===== src/rtl/pedestrian_signal.sv =====
// Pedestrian WALK / DONT-WALK controller slaved to the vehicle lamp outputs.
// Grants WALK inside a vehicle-red phase and latches a sticky illegal-lamp fault.
module pedestrian_signal #(
    parameter int WALK_SECS  = 80,
    parameter int FLASH_SECS = 12,
    parameter int AUTO_WALK  = 0,
    parameter int CNT_W      = 7
) (
    input  logic             clock,
    input  logic             reset,
    input  logic             tick,
    input  logic             M,
    input  logic             K,
    input  logic             H,
    input  logic             btn,
    output logic             walk,
    output logic             dont_walk,
    output logic [CNT_W-1:0] countdown,
    output logic             req_pending,
    output logic             fault
);

    localparam logic [1:0] ST_STOP  = 2'd0;
    localparam logic [1:0] ST_WALK  = 2'd1;
    localparam logic [1:0] ST_FLASH = 2'd2;
    localparam logic [1:0] ST_DARK  = 2'd3;

    localparam logic [CNT_W-1:0] TOTAL = CNT_W'(WALK_SECS + FLASH_SECS);
    localparam logic [CNT_W-1:0] FLS   = CNT_W'(FLASH_SECS);
    localparam logic [CNT_W-1:0] FLS1  = CNT_W'(FLASH_SECS + 1);
    localparam logic [CNT_W-1:0] ONE   = CNT_W'(1);
    localparam logic             AUTO  = (AUTO_WALK != 0);

    logic [1:0]       state, state_n;
    logic [CNT_W-1:0] cnt_n;
    logic             req_n, fault_n, fph, fph_n;
    logic             red_q, walk_n, dw_n;
    logic             red, dark, illegal, red_rise;
    logic [1:0]       nlit;

    assign nlit     = {1'b0, M} + {1'b0, K} + {1'b0, H};
    assign red      = M & ~K & ~H;
    assign dark     = ~M & ~K & ~H;
    assign illegal  = nlit > 2'd1;
    assign red_rise = red & ~red_q;

    always_comb begin
        state_n = state;
        cnt_n   = countdown;
        req_n   = req_pending;
        fault_n = fault;
        fph_n   = fph;
        if (illegal) begin
            fault_n = 1'b1;
            state_n = ST_STOP;
            cnt_n   = '0;
        end else begin
            unique case (state)
                ST_STOP: begin
                    if (!fault && red_rise && (req_pending || btn || AUTO)) begin
                        state_n = ST_WALK;
                        cnt_n   = TOTAL;
                        req_n   = 1'b0;
                    end else if (!fault && dark) begin
                        state_n = ST_DARK;
                    end else if (btn && !dark) begin
                        req_n = 1'b1;
                    end
                end
                ST_WALK: begin
                    if (!red) begin
                        state_n = ST_STOP;
                        cnt_n   = '0;
                    end else if (tick) begin
                        if (countdown == FLS1) begin
                            cnt_n   = FLS;
                            fph_n   = 1'b1;
                            state_n = ST_FLASH;
                        end else if (countdown != '0) begin
                            cnt_n = countdown - ONE;
                        end
                    end
                end
                ST_FLASH: begin
                    if (!red) begin
                        state_n = ST_STOP;
                        cnt_n   = '0;
                    end else if (tick) begin
                        fph_n = ~fph;
                        if (countdown <= ONE) begin
                            cnt_n   = '0;
                            state_n = ST_STOP;
                        end else begin
                            cnt_n = countdown - ONE;
                        end
                    end
                end
                default: begin
                    cnt_n = '0;
                    if (!dark) state_n = ST_STOP;
                end
            endcase
        end
    end

    // Lamp outputs are decoded from the next state so they stay registered.
    always_comb begin
        walk_n = (state_n == ST_WALK);
        dw_n   = 1'b0;
        if (state_n == ST_STOP)  dw_n = 1'b1;
        if (state_n == ST_FLASH) dw_n = fph_n;
    end

    always_ff @(posedge clock) begin
        if (reset) begin
            state       <= ST_STOP;
            walk        <= 1'b0;
            dont_walk   <= 1'b1;
            countdown   <= '0;
            req_pending <= 1'b0;
            fault       <= 1'b0;
            fph         <= 1'b0;
            red_q       <= 1'b1;
        end else begin
            state       <= state_n;
            walk        <= walk_n;
            dont_walk   <= dw_n;
            countdown   <= cnt_n;
            req_pending <= req_n;
            fault       <= fault_n;
            fph         <= fph_n;
            red_q       <= red;
        end
    end

endmodule

===== config.mk =====
export PLATFORM = sky130hd
export DESIGN_NAME = pedestrian_signal
export DESIGN_NICKNAME = d
export VERILOG_FILES = /design/src/rtl/pedestrian_signal.sv
export SDC_FILE = /design/constraint.sdc
export NUM_CORES = 1
export LEC_CHECK = 0
export ABC_AREA = 1
export CAP_MARGIN = 20
export CORE_MARGIN = 4
export CORE_UTILIZATION = 50
export CTS_BUF_LIST = sky130_fd_sc_hd__clkbuf_16
export DETAILED_ROUTE_END_ITERATION = 12
export PLACE_DENSITY = 0.75
export REMOVE_ABC_BUFFERS = 1
export SETUP_SLACK_MARGIN = 0.2
export SLEW_MARGIN = 10
export SYNTH_ARGS = -nofsm -noshare
export SYNTH_HDL_FRONTEND = slang
export SYNTH_SLANG_ARGS = --single-unit

===== constraint.sdc =====
create_clock -name clock -period 1.65 [get_ports clock]
set_input_delay 0.33 -clock clock [delete_from_list [all_inputs] [get_ports clock]]
set_output_delay 0.33 -clock clock [all_outputs]
set_load 0.05 [all_outputs]

After elaboration in Yosys (flattened, before gate mapping)
Index checks and enable logic that the tools add are counted.
Widths: inputs -> output; s select.
{"block": "classes", "add_sub_neg": 3, "order_cmp": 2, "eq_ne": 10, "mux": 32, "n_bitwise": 11, "n_reduce_logical": 14}
{"cell": "$mux 7", "n": 8}
{"cell": "$pmux 7 s3", "n": 1}
{"cell": "$mux 2", "n": 10}
{"cell": "$mux 1", "n": 11}
{"cell": "$reduce_and 4->1", "n": 2}
{"cell": "$eq 7x4->1 const B", "n": 1}
{"cell": "$le 7x1->1 const B", "n": 1}
{"cell": "$reduce_bool 7->1", "n": 1}
{"cell": "$sub 7x1->7 const B", "n": 1}
{"cell": "$ne 3x3->1 const B", "n": 2}
{"cell": "$not 1->1", "n": 6}
{"cell": "$pmux 2 s3", "n": 1}
{"cell": "$and 1x1->1", "n": 5}
{"cell": "$eq 2x1->1 const B", "n": 2}
{"cell": "$eq 2x2->1 const B", "n": 2}
{"cell": "$logic_and 1x1->1", "n": 4}
{"cell": "$logic_not 2->1", "n": 2}
{"cell": "$ne 2x2->1 const B", "n": 2}
{"cell": "$ne 4x4->1 const B", "n": 1}
{"cell": "$add 1x1->2", "n": 1}
{"cell": "$add 2x1->2", "n": 1}
{"cell": "$gt 2x1->1 const B", "n": 1}
{"cell": "$logic_not 1->1", "n": 2}
{"cell": "$pmux 1 s2", "n": 1}
{"cell": "3 further kinds", "n": 3}
{"block": "word_totals", "reg_bits": 15, "inputBits": 7, "wordCells": 80}

Longest topological paths before layout
Gate-level depths: netlist of run 1.
{"block": "depth", "word_depth": 12, "depth_mapped": 12, "depth_no_buf": 12}

Worst setup path before layout of run 1
OpenSTA, ideal clock, no wires.
{"block": "synth_timing", "path_type": "reg2reg", "from": "register countdown[1]", "to": "register countdown[4]", "t_arrival_ns": 1.664, "required_ns": 1.580, "path_slack_ns": -0.084, "path_stages_with_launch": 12, "path_buffers": 0, "synth_period_minus_slack_ns": 1.734, "path_cell_list": "dfxtp_1 inv_1 ha_1 inv_1 nor2_1 nand2_1 nand3_2 nand2_4 nand2_1 nand2_1 inv_1 a21oi_1"}
{"block": "synth_between", "elab_chain_cells": 6}
{"element": "from (decl)", "line": "18", "rtl": "output logic [CNT_W-1:0] countdown,"}
{"element": "from (signal assigned)", "line": "128", "rtl": "countdown <= cnt_n;"}
{"element": "$sub 7x1->7", "line": "80, 94"}
{"element": "$mux 7", "line": "79", "rtl": "end else if (countdown != '0) begin"}
{"element": "$mux 7", "line": "75", "rtl": "if (countdown == FLS1) begin"}
{"element": "$mux 7", "line": "74", "rtl": "end else if (tick) begin"}
{"element": "$mux 7", "line": "71", "rtl": "if (!red) begin"}
{"element": "$pmux 7 s3", "line": "58", "rtl": "unique case (state)"}
Several ways; a longest one is shown, not always the timed one. The select of a mux whose other input is x is not followed.
A chain may end at the register's enable or synchronous reset.

Final worst setup path of run 1
{"block": "layout_timing", "from": "register state[0]", "to": "register countdown[4]"}
{"block": "layout_between", "elab_chain_cells": 3}
{"element": "from (decl)", "line": "34", "rtl": "logic [1:0] state, state_n;"}
{"element": "from (signal assigned)", "line": "125", "rtl": "state <= state_n;"}
{"element": "$eq 2x1->1 (tied with other cells)", "line": "58"}
{"element": "$ne 4x4->1 (no line) (tied with other cells)"}
{"element": "$reduce_and 4->1 (no line)"}
Several ways; a longest one is shown, not always the timed one.

==> results.py, run 1 <==
metrics = {
    "outcome": {
        "outcome": "finished, violations left",
        "violations": "negative setup slack",
    },
    "detailed_routing": {
        "vias": 1550,
        "finalWirelength_mm": 5.465,
        "via_per_inst": 6.102,
        "post_drt_wl_per_cell_um": 21.52,
        "ant_nets": 0,
        "drt_iter0_drc": 146,
        "dr.pass1.iters": 5,
        "drcViolationCount": 0,
    },
    "floorplanning": {
        "core-area_um2": 2042,
        "start_util_pct": 55.21,
        "die_h_um": 55.49,
        "row_count": 16,
        "dieArea_um2": 3079,
        "io_pins": 18,
        "die_w_um": 55.49,
    },
    "logic_synthesis": {
        "synthDistinctLibCells": 21,
        "ys_seq_elements": 15,
        "yosys.area.top_type": "dfxtp_1",
        "yosysSeqAreaShare_pct": 26.64,
        "synthesis.area_per_instance_um2": 6.298,
        "synth_top_cell_area_share_pct": 26.64,
        "netlist_area_um2": 1127,
        "syn_inst": 179,
        "synthTopCellsByArea": "dfxtp_1 (27%), nand2_1 (16%), inv_1 (11%), ha_1 (8.9%), nand3_1 (7.5%)",
        "ys_warn_count": 0,
    },
    "setup_path": {
        "cp_slowest_stage_delay_ns": 0.36,
        "crit_family": "simple AND/OR/NAND/NOR gates",
        "crit_required_ns": 1.84,
        "crit_arrival_ns": 1.84,
        "crit_top_cell": "nand2_1",
        "end_kind": "register",
        "worstSetupPathType": "reg2reg",
        "startpoint_type": "register",
        "path_cells": "buf_6, ha_4, inv_2, nor2_4, buf_12, nand3_4, nand2_8, nand2_1, nand2_1, inv_1, a21oi_2",
        "crit_fanout": 6,
        "crit_buf_inv": 4,
        "rr_startpoint": "state[0]$_SDFF_PP0_",
        "reg2reg_to": "countdown[4]$_SDFFE_PP0P_",
        "worst_path_max_delay_cell": "dfxtp_2",
        "r2r_setup_slack_ns": -0.003,
        "ff2ff_path_depth": 11,
    },
    "placement": {
        "place_ws_ns": -0.3792,
        "io_buffers": 17,
        "place_congestion": 0.9258,
        "dp_hpwl_mm": 2.202,
    },
    "min_path": {
        "hold_end": "countdown[1]$_SDFFE_PP0P_",
        "worstHoldStart": "countdown[1]$_SDFFE_PP0P_",
        "worstHoldPathType": "reg2reg",
        "holdPathStages": 2,
    },
    "global_routing": {
        "antenna_found_initial": 0,
        "track_usage_pct": 23.98,
        "top_usage_layer": "met2",
        "grt_overflow": 0,
        "met3_usage_pct": 5.128,
        "grt_pass1_wl_mm": 6.078,
        "grt_util_met1_pct": 29.49,
        "grt_pass1_vias": 1337,
        "met2_usage_pct": 39.36,
        "grt_start_max_net_pins": 9,
    },
    "cells_and_area": {
        "final_common_cell": "nand2_1",
        "drive_gt1_share_pct": 48.02,
        "syn2layout_area_growth_pct": 70.26,
        "fin_util_pct": 94.00,
        "fillers": 70,
        "diodes": 0,
        "final_net_count": 243,
        "layout_common_cells": "nand2_1 (43), buf_4 (28), inv_1 (24)",
    },
    "clocking": {
        "htreeDepth": 1,
        "hold_buffers": 0,
        "cts_root_buf": "clkbuf_16",
        "cts_tree": "yes",
        "cts_buffers": 3,
        "clkTransAtPathRegs_ns": 0.05,
        "clk_latency_ns": 0.25,
        "clkSinkCount": 15,
        "clock_path_buffers": 2,
    },
    "pwr": {
        "p_per_area_nw_per_um2": 649.5,
        "vdd.ir_drop.worst_uv": 967.4,
        "p_leak_nw": 0.9067,
    },
    "sta": {
        "slew_violations": 0,
        "rsz0062_at_grt": "true",
        "fin_ws_ns": -0.002855,
        "hold_viol": 0,
        "finalCritPeriodShare_pct": 100.2,
        "setup_viol": 1,
        "fin_skew_ns": 0.005535,
        "slew_headroom_pct": 80.17,
        "max_slew.worst_pin.slew_ns": 0.2943,
        "max_freq_mhz": 605.0,
        "min_period_ns": 1.653,
    },
    "job": {
        "maxCapViolations": 0,
    },
}
[power breakdown]
group	internal (mW)	switching [mW]	leakage, nW
logic	0.135	0.224	0.739
registers	0.377	0.0180	0.126
clock network	0.322	0.170	0.0423
[cell usage after synthesis (all sizes together)]
master / n
a21oi: 13
nand2: 51
nor3: 2
xor2: 3
a211oi: 1
inv: 34
dfxtp: 15
nand3: 18
and3: 1
nor2: 19
ha: 8
o21ai: 7
xnor2: 1
nand4: 6
[per-layer routing]
| metal | wire [um] | part of all wire (%) |
|---|---|---|
| met5 | 0 | 0 |
| met4 | 335 | 6.1 |
| met3 | 562 | 10 |
| met2 | 2492 | 46 |
| met1 | 2075 | 38 |
[how the worst max path moves through the flow]
| stage | startpoint | endpoint | slack [ns] | cells past startpoint |
|---|---|---|---|---|
| 5_1_grt | countdown[5]$_SDFFE_PP0P_ | countdown[6]$_SDFFE_PP0P_ | -0.12 | 9 |
| 6_report | state[0]$_SDFF_PP0_ | countdown[4]$_SDFFE_PP0P_ | -0.003 | 11 |
| 3_3_place_gp | H | dont_walk$_SDFF_PP1_ | -0.35 | 11 |
| 2_1_floorplan | countdown[1]$_SDFFE_PP0P_ | countdown[4]$_SDFFE_PP0P_ | -0.08 | 11 |
| 4_1_cts | state[0]$_SDFF_PP0_ | countdown[1]$_SDFFE_PP0P_ | 0.17 | 9 |
| 3_5_place_dp | H | dont_walk$_SDFF_PP1_ | -0.38 | 11 |
[through the flow]
stage	TNS (ns)	std cells	hold WS [ns]	total power, mW	area, um^2
6_report	-0.002855	254	0.5038	1.247	1919
5_1_grt	-0.3541	254	0.5276	1.277	1919
4_1_cts	0	246	0.4840	1.145	1695
3_5_place_dp	-4.079	238	0.4762	0.6459	1454
3_3_place_gp	-3.838	238	0.4755	0.6434	1454
2_1_floorplan	-0.3465	179	0.3991	0.5456	1127
[worst reg2reg max path, cell delays in order (launching register included)]
cell and delay, ns:
dfxtp_2 0.36, buf_6 0.12, ha_4 0.15, inv_2 0.06, nor2_4 0.17, buf_12 0.14, nand3_4 0.11, nand2_8 0.13
nand2_1 0.08, nand2_1 0.10, inv_1 0.06, a21oi_2 0.11
[kinds of logic (layout without fill, tap and decap cells)]
family                   count (synthesis)  in the layout  share of synthesized area (%)
flip-flops                              15             15                          26.64
XOR/XNOR                                 4              4                          3.108
adder cells (fa/ha/maj)                  8              8                          8.879
buffers and inverters                   34             82                          11.32
AO/OA/AOI/OAI                           21             21                          9.545
AND/OR/NAND/NOR                         97             97                          40.51
[state kept, by name, indices dropped and copies added, names as in the netlist]
signal and flops:
countdown 7, dont_walk 1, fault 1, fph 1, red_q 1, req_pending 1
state 2, walk 1
[area by class of cell]
class	count	area, um^2	share of cell area, %
Multi-Input combinational cell	130	953.4	49.67
Tap cell	27	33.78	1.760
Clock inverter	1	3.754	0.1956
Sequential cell	15	311.5	16.23
Clock buffer	3	75.07	3.911
Inverter	34	135.1	7.040
Timing Repair Buffer	44	406.6	21.19
[what timing repair did]
item                       4_1_cts  5_1_grt
setup endpoints to repair       14       13
resized for setup               50       43
pin swaps                       17       18
buffers inserted                 4        8
No activity file was read; power rests on OpenSTA's default activity.
==> run 2: changes to the inputs <==
Settings changed: CORE_MARGIN 4 to 2, PLACE_DENSITY 0.75 to 0.72, SLEW_MARGIN 10 to 20.
==> run 2 against run 1 <==
Against the previous run: the flow now finishes without violations; sequential cell count unchanged; clock skew down 0.0022 ns; clock-buffer cell count is the same; critical endpoint is now dont_walk$_SDFF_PP1_; largest cell class unchanged.
==> results.py, run 2 (synthesis gave the netlist of run 1 again) <==
metrics = {
    "setup_path": {
        "worstSetupPathType": "in2reg",
        "rr_startpoint": "state[0]$_SDFF_PP0_",
        "end_kind": "register",
        "startpoint_type": "input pin",
        "worst_path_max_delay_cell": "ha_1",
        "crit_arrival_ns": 1.70,
        "crit_required_ns": 1.79,
        "path_cells": "dlygate4sd2_1, ha_1, a21oi_2, buf_4, nand3_1, nand2_1, nand2_1, nor2_1, nor2_1",
        "crit_fanout": 3,
        "r2r_setup_slack_ns": 0.12,
        "reg2reg_to": "fph$_SDFF_PP0_",
        "cp_slowest_stage_delay_ns": 0.28,
        "ff2ff_path_depth": 8,
        "crit_start": "M",
    },
    "global_routing": {
        "grt_start_max_net_pins": 9,
        "antenna_found_initial": 0,
        "grt_pass1_wl_mm": 5.437,
        "grt_overflow": 0,
        "track_usage_pct": 27.50,
        "grt_pass1_vias": 1233,
    },
    "job": {
        "maxCapViolations": 0,
    },
    "pwr": {
        "p_per_area_nw_per_um2": 667.6,
        "vdd.ir_drop.worst_uv": 577.2,
        "p_leak_nw": 0.8517,
    },
    "sta": {
        "rsz0062_at_grt": "true",
        "fin_skew_ns": 0.003309,
        "min_period_ns": 1.560,
        "max_slew.worst_pin.slew_ns": 0.2289,
        "fin_setup_tns_ns": 0,
        "holdWs_ns": 0.4928,
        "setup_viol": 0,
        "hold_viol": 0,
        "finalCritPeriodShare_pct": 94.56,
        "fin_ws_ns": 0.08968,
        "slew_headroom_pct": 84.72,
        "slew_violations": 0,
        "max_freq_mhz": 640.9,
    },
    "cells_and_area": {
        "diodes": 0,
        "regArea_um2": 310.3,
        "fin_util_pct": 81.66,
        "largest_reg_flops": 7,
        "stdcell_area_um2": 1772,
        "largest_register": "countdown",
        "final_net_count": 240,
        "reg_top3": "countdown x7, state x2",
        "syn2layout_area_growth_pct": 57.16,
        "final_common_cell": "nand2_1",
        "layout_common_cells": "nand2_1 (44), buf_4 (29), inv_1 (26)",
        "fillers": 142,
        "drive_gt1_share_pct": 40.18,
        "multi_input_area_um2": 845.8,
    },
    "clocking": {
        "cts_root_buf": "clkbuf_16",
        "cts_tree": "yes",
        "clk_latency_ns": 0.25,
        "htreeDepth": 1,
        "clkTransAtPathRegs_ns": 0.05,
        "clkSinkCount": 15,
        "cts_buffers": 3,
        "hold_buffers": 0,
        "clock_path_buffers": 2,
    },
    "min_path": {
        "hold_end": "countdown[1]$_SDFFE_PP0P_",
        "worstHoldStart": "countdown[1]$_SDFFE_PP0P_",
        "worstHoldPathType": "reg2reg",
        "holdPathStages": 2,
    },
    "detailed_routing": {
        "post_drt_wl_per_cell_um": 13.81,
        "drcViolationCount": 0,
        "via_per_inst": 5.381,
        "ant_nets": 0,
        "drt_iter0_drc": 43,
        "dr.pass1.iters": 4,
        "vias": 1356,
        "finalWirelength_mm": 3.479,
    },
    "floorplanning": {
        "die_h_um": 51.49,
        "dieArea_um2": 2651,
        "start_util_pct": 51.96,
        "io_pins": 18,
        "core-area_um2": 2170,
        "row_count": 17,
        "die_w_um": 51.49,
    },
    "placement": {
        "place_area_um2": 1478,
        "place_congestion": 0.9284,
        "io_buffers": 17,
        "dp_hpwl_mm": 2.237,
        "place_ws_ns": -0.3550,
    },
    "outcome": {
        "outcome": "completed",
    },
}
[run 2: changes by cell type in the layout (fill, tap and decap cells not counted), moves of 2 or more]
cell and change:
inv_2 -2, a21oi_2 -2, ha_4 -2, inv_1 +2, nand3_2 -3, nor2_4 -2
buf_6 -3, nor2_1 +2, nand3_1 +4, a21oi_1 +3
[run 2: critical path, delay by kind of cell]
kind / cells / cell delay [ns]
adder cells (fa/ha/maj): 1 / 0.28
AO/OA/AOI/OAI: 1 / 0.20
AND/OR/NAND/NOR: 5 / 0.45
buffers and inverters: 2 / 0.43
[run 2: worst max-delay path by stage]
stage	end	slack, ns	cells past startpoint
floorplan	countdown[4]$_SDFFE_PP0P_	-0.08	11
global placement	dont_walk$_SDFF_PP1_	-0.32	11
detailed placement	countdown[5]$_SDFFE_PP0P_	-0.35	10
CTS	countdown[1]$_SDFFE_PP0P_	0.16	9
global route	dont_walk$_SDFF_PP1_	0.04	9
finish	dont_walk$_SDFF_PP1_	0.09	9
[run 2: where the power goes]
part           switching (mW)  total [mW]  internal, mW
Combinational           0.178       0.306         0.128
Clock                   0.164       0.486         0.322
Sequential             0.0142       0.391         0.377
Total                   0.356        1.18         0.827
[run 2: layout make-up]
| class | count | share of cell area (%) |
|---|---|---|
| clock buffer | 3 | 4.237 |
| clock inverter | 1 | 0.2119 |
| inverter | 34 | 7.486 |
| multi-input combinational | 130 | 47.74 |
| sequential | 15 | 17.51 |
| tap | 28 | 1.977 |
| timing repair buffer | 41 | 20.83 |
[run 2: routing by layer]
layer / GRT usage (%) / vias to the layer above / share of wire [%]
li1: - / 660 / -
met1: 35.62 / 609 / 44
met2: 44.66 / 74 / 46
met3: 3.801 / 13 / 7.5
met4: 13.16 / 0 / 2.8
met5: 0 / - / 0
[run 2: what timing repair did]
| action | CTS | global route |
|---|---|---|
| gates resized for setup | 50 | 14 |
| pin swaps | 19 | 3 |
| buffers inserted | 6 | 0 |
| endpoints found under the setup margin | 14 | 13 |
[run 2: metrics by stage]
| stage | total power [mW] | instances |
|---|---|---|
| global placement | 0.6508 | 242 |
| finish | 1.183 | 252 |
| detailed placement | 0.6550 | 242 |
| CTS | 1.163 | 252 |
| global route | 1.222 | 252 |
| floorplan | 0.5456 | 179 |
==> run 3: changes to the inputs <==
Settings changed: CORE_ASPECT_RATIO from default to 0.8.
==> run 3 against run 2 <==
Against the previous run: the run now ends with negative setup slack left; sequential cell count unchanged; combinational power rose by 15%; setup slack worse by 0.11 ns; critical path type is now reg2reg; largest power group unchanged.
==> results.py, run 3 (synthesis gave the netlist of run 1 again) <==
metrics = {
    "floorplanning": {
        "die_w_um": 57.09,
        "start_util_pct": 52.69,
        "core-area_um2": 2140,
        "row_count": 15,
        "dieArea_um2": 2653,
        "die_h_um": 46.47,
        "io_pins": 18,
    },
    "pwr": {
        "combPwrFrac_pct": 28.6,
        "switching_share_pct": 31.97,
        "p_total_mw": 1.232,
        "internal-power_mw": 0.8380,
        "p_leak_nw": 0.8853,
        "vdd.ir_drop.worst_uv": 1022,
        "p_per_area_nw_per_um2": 636.4,
        "clkPwrFrac_pct": 39.6,
        "p_sw_mw": 0.3938,
        "seq_power_share_pct": 31.8,
    },
    "sta": {
        "min_period_ns": 1.673,
        "slew_headroom_pct": 81.62,
        "finalCritPeriodShare_pct": 101.4,
        "slew_violations": 0,
        "max_slew.worst_pin.slew_ns": 0.2728,
        "rsz0062_at_grt": "true",
        "fin_ws_ns": -0.02291,
        "setup_viol": 1,
        "fin_skew_ns": 0.006189,
        "max_freq_mhz": 597.8,
        "hold_viol": 0,
    },
    "clocking": {
        "cts_tree": "yes",
        "hold_buffers": 0,
        "cts_buffers": 3,
        "clock_path_buffers": 2,
        "htreeDepth": 1,
        "clkSinkCount": 15,
        "cts_root_buf": "clkbuf_16",
        "clkTransAtPathRegs_ns": 0.05,
        "clk_latency_ns": 0.25,
    },
    "global_routing": {
        "met2_usage_pct": 48.74,
        "antenna_found_initial": 0,
        "grt_util_met1_pct": 37.46,
        "grt_overflow": 0,
        "met3_usage_pct": 7.303,
        "top_usage_layer": "met2",
        "grt_start_max_net_pins": 10,
        "grt_pass1_vias": 1323,
        "grt_pass1_wl_mm": 5.865,
        "track_usage_pct": 30.15,
    },
    "setup_path": {
        "worstSetupPathType": "reg2reg",
        "end_kind": "register",
        "crit_fanout": 5,
        "startpoint_type": "register",
        "crit_arrival_ns": 1.84,
        "crit_required_ns": 1.82,
    },
    "detailed_routing": {
        "ant_nets": 0,
        "finalWirelength_mm": 4.785,
        "drt_iter0_drc": 122,
        "vias": 1528,
        "via_per_inst": 5.992,
        "post_drt_wl_per_cell_um": 18.76,
        "dr.pass1.iters": 4,
        "drcViolationCount": 0,
    },
    "placement": {
        "dp_hpwl_mm": 2.422,
        "place_congestion": 0.8824,
        "io_buffers": 17,
        "place_ws_ns": -0.3508,
    },
    "cells_and_area": {
        "final_net_count": 246,
        "final_common_cell": "nand2_1",
        "drive_gt1_share_pct": 53.91,
        "largest_reg_flops": 7,
        "layout_common_cells": "nand2_1 (36), buf_4 (33), inv_1 (23)",
        "largest_register": "countdown",
        "diodes": 0,
        "reg_top3": "countdown x7, state x2",
        "syn2layout_area_growth_pct": 71.70,
    },
    "outcome": {
        "violations": "negative setup slack",
        "outcome": "finished, violations left",
    },
    "min_path": {
        "worstHoldPathType": "reg2reg",
    },
    "job": {
        "maxCapViolations": 0,
    },
}
-- run 3: changes by cell type in the layout (fill, tap and decap cells not counted), sizes merged --
cell           delta
buf               +8
clkdlybuf4s15     -1
clkinv            +1
clkinvlp          +1
dlygate4sd2       -1
inv               -2
-- run 3: power by group through the flow --
| stage | logic, mW | clock network, mW | registers, mW |
|---|---|---|---|
| finish | 0.352 | 0.488 | 0.392 |
| global route | 0.369 | 0.501 | 0.392 |
| CTS | 0.298 | 0.484 | 0.390 |
| detailed placement | 0.259 | 0 | 0.396 |
| global placement | 0.255 | 0 | 0.395 |
| floorplan | 0.113 | 0 | 0.433 |
-- run 3: metal layers --
metal | routed length, um | share of wire [%]
met1 | 1869 | 39
met2 | 2261 | 47
met3 | 493 | 10
met4 | 161 | 3.4
met5 | 0 | 0
-- run 3: what timing repair did --
| item | in CTS | in global routing |
|---|---|---|
| endpoints found under the setup margin | 14 | 12 |
| setup buffers | 5 | 6 |
| gates resized for setup | 56 | 48 |
| pin swaps | 15 | 25 |
-- run 3: path summary, 6_finish.rpt --
path                        startpoint                        end  slack [ns]  depth (start not counted)
max          countdown[1]$_SDFFE_PP0P_  countdown[3]$_SDFFE_PP0P_       -0.02                         10
min                 fault$_SDFFE_PP0P_         fault$_SDFFE_PP0P_        0.50                          2
max reg2reg  countdown[1]$_SDFFE_PP0P_  countdown[3]$_SDFFE_PP0P_       -0.02                         10
min reg2reg         fault$_SDFFE_PP0P_         fault$_SDFFE_PP0P_        0.50                          2
-- run 3: per-stage QoR --
step                util (%)  TNS (ns)  instance area, um^2  instances  hold WS (ns)
CTS                    81.35         0                 1740        249        0.4897
floorplan                  -   -0.3465                 1127        179        0.3991
detailed placement     69.24    -3.934                 1481        240        0.4806
global placement       69.24    -3.470                 1481        240        0.4668
finish                 90.47  -0.02291                 1936        255        0.4954
global route           90.47  -0.06065                 1936        255        0.5091
-- run 3: final cells by class --
type / instances / area (um^2)
Timing Repair Buffer: 47 / 412.9
Sequential cell: 15 / 316.6
Clock buffer: 3 / 75.07
Inverter: 34 / 143.9
Multi-Input combinational cell: 130 / 950.9
Fill cell: 97 / 203.9
Tap cell: 25 / 31.28
Clock inverter: 1 / 5.005
-- run 3: critical path, stage by stage, from the launching register on --
cell	delay, ns
dfxtp_4	0.36
inv_4	0.08
ha_4	0.15
inv_4	0.04
nor2_4	0.18
nand2_4	0.09
nand3_4	0.09
nand2_4	0.09
nor2_4	0.19
nand2_1	0.13
a21oi_2	0.19
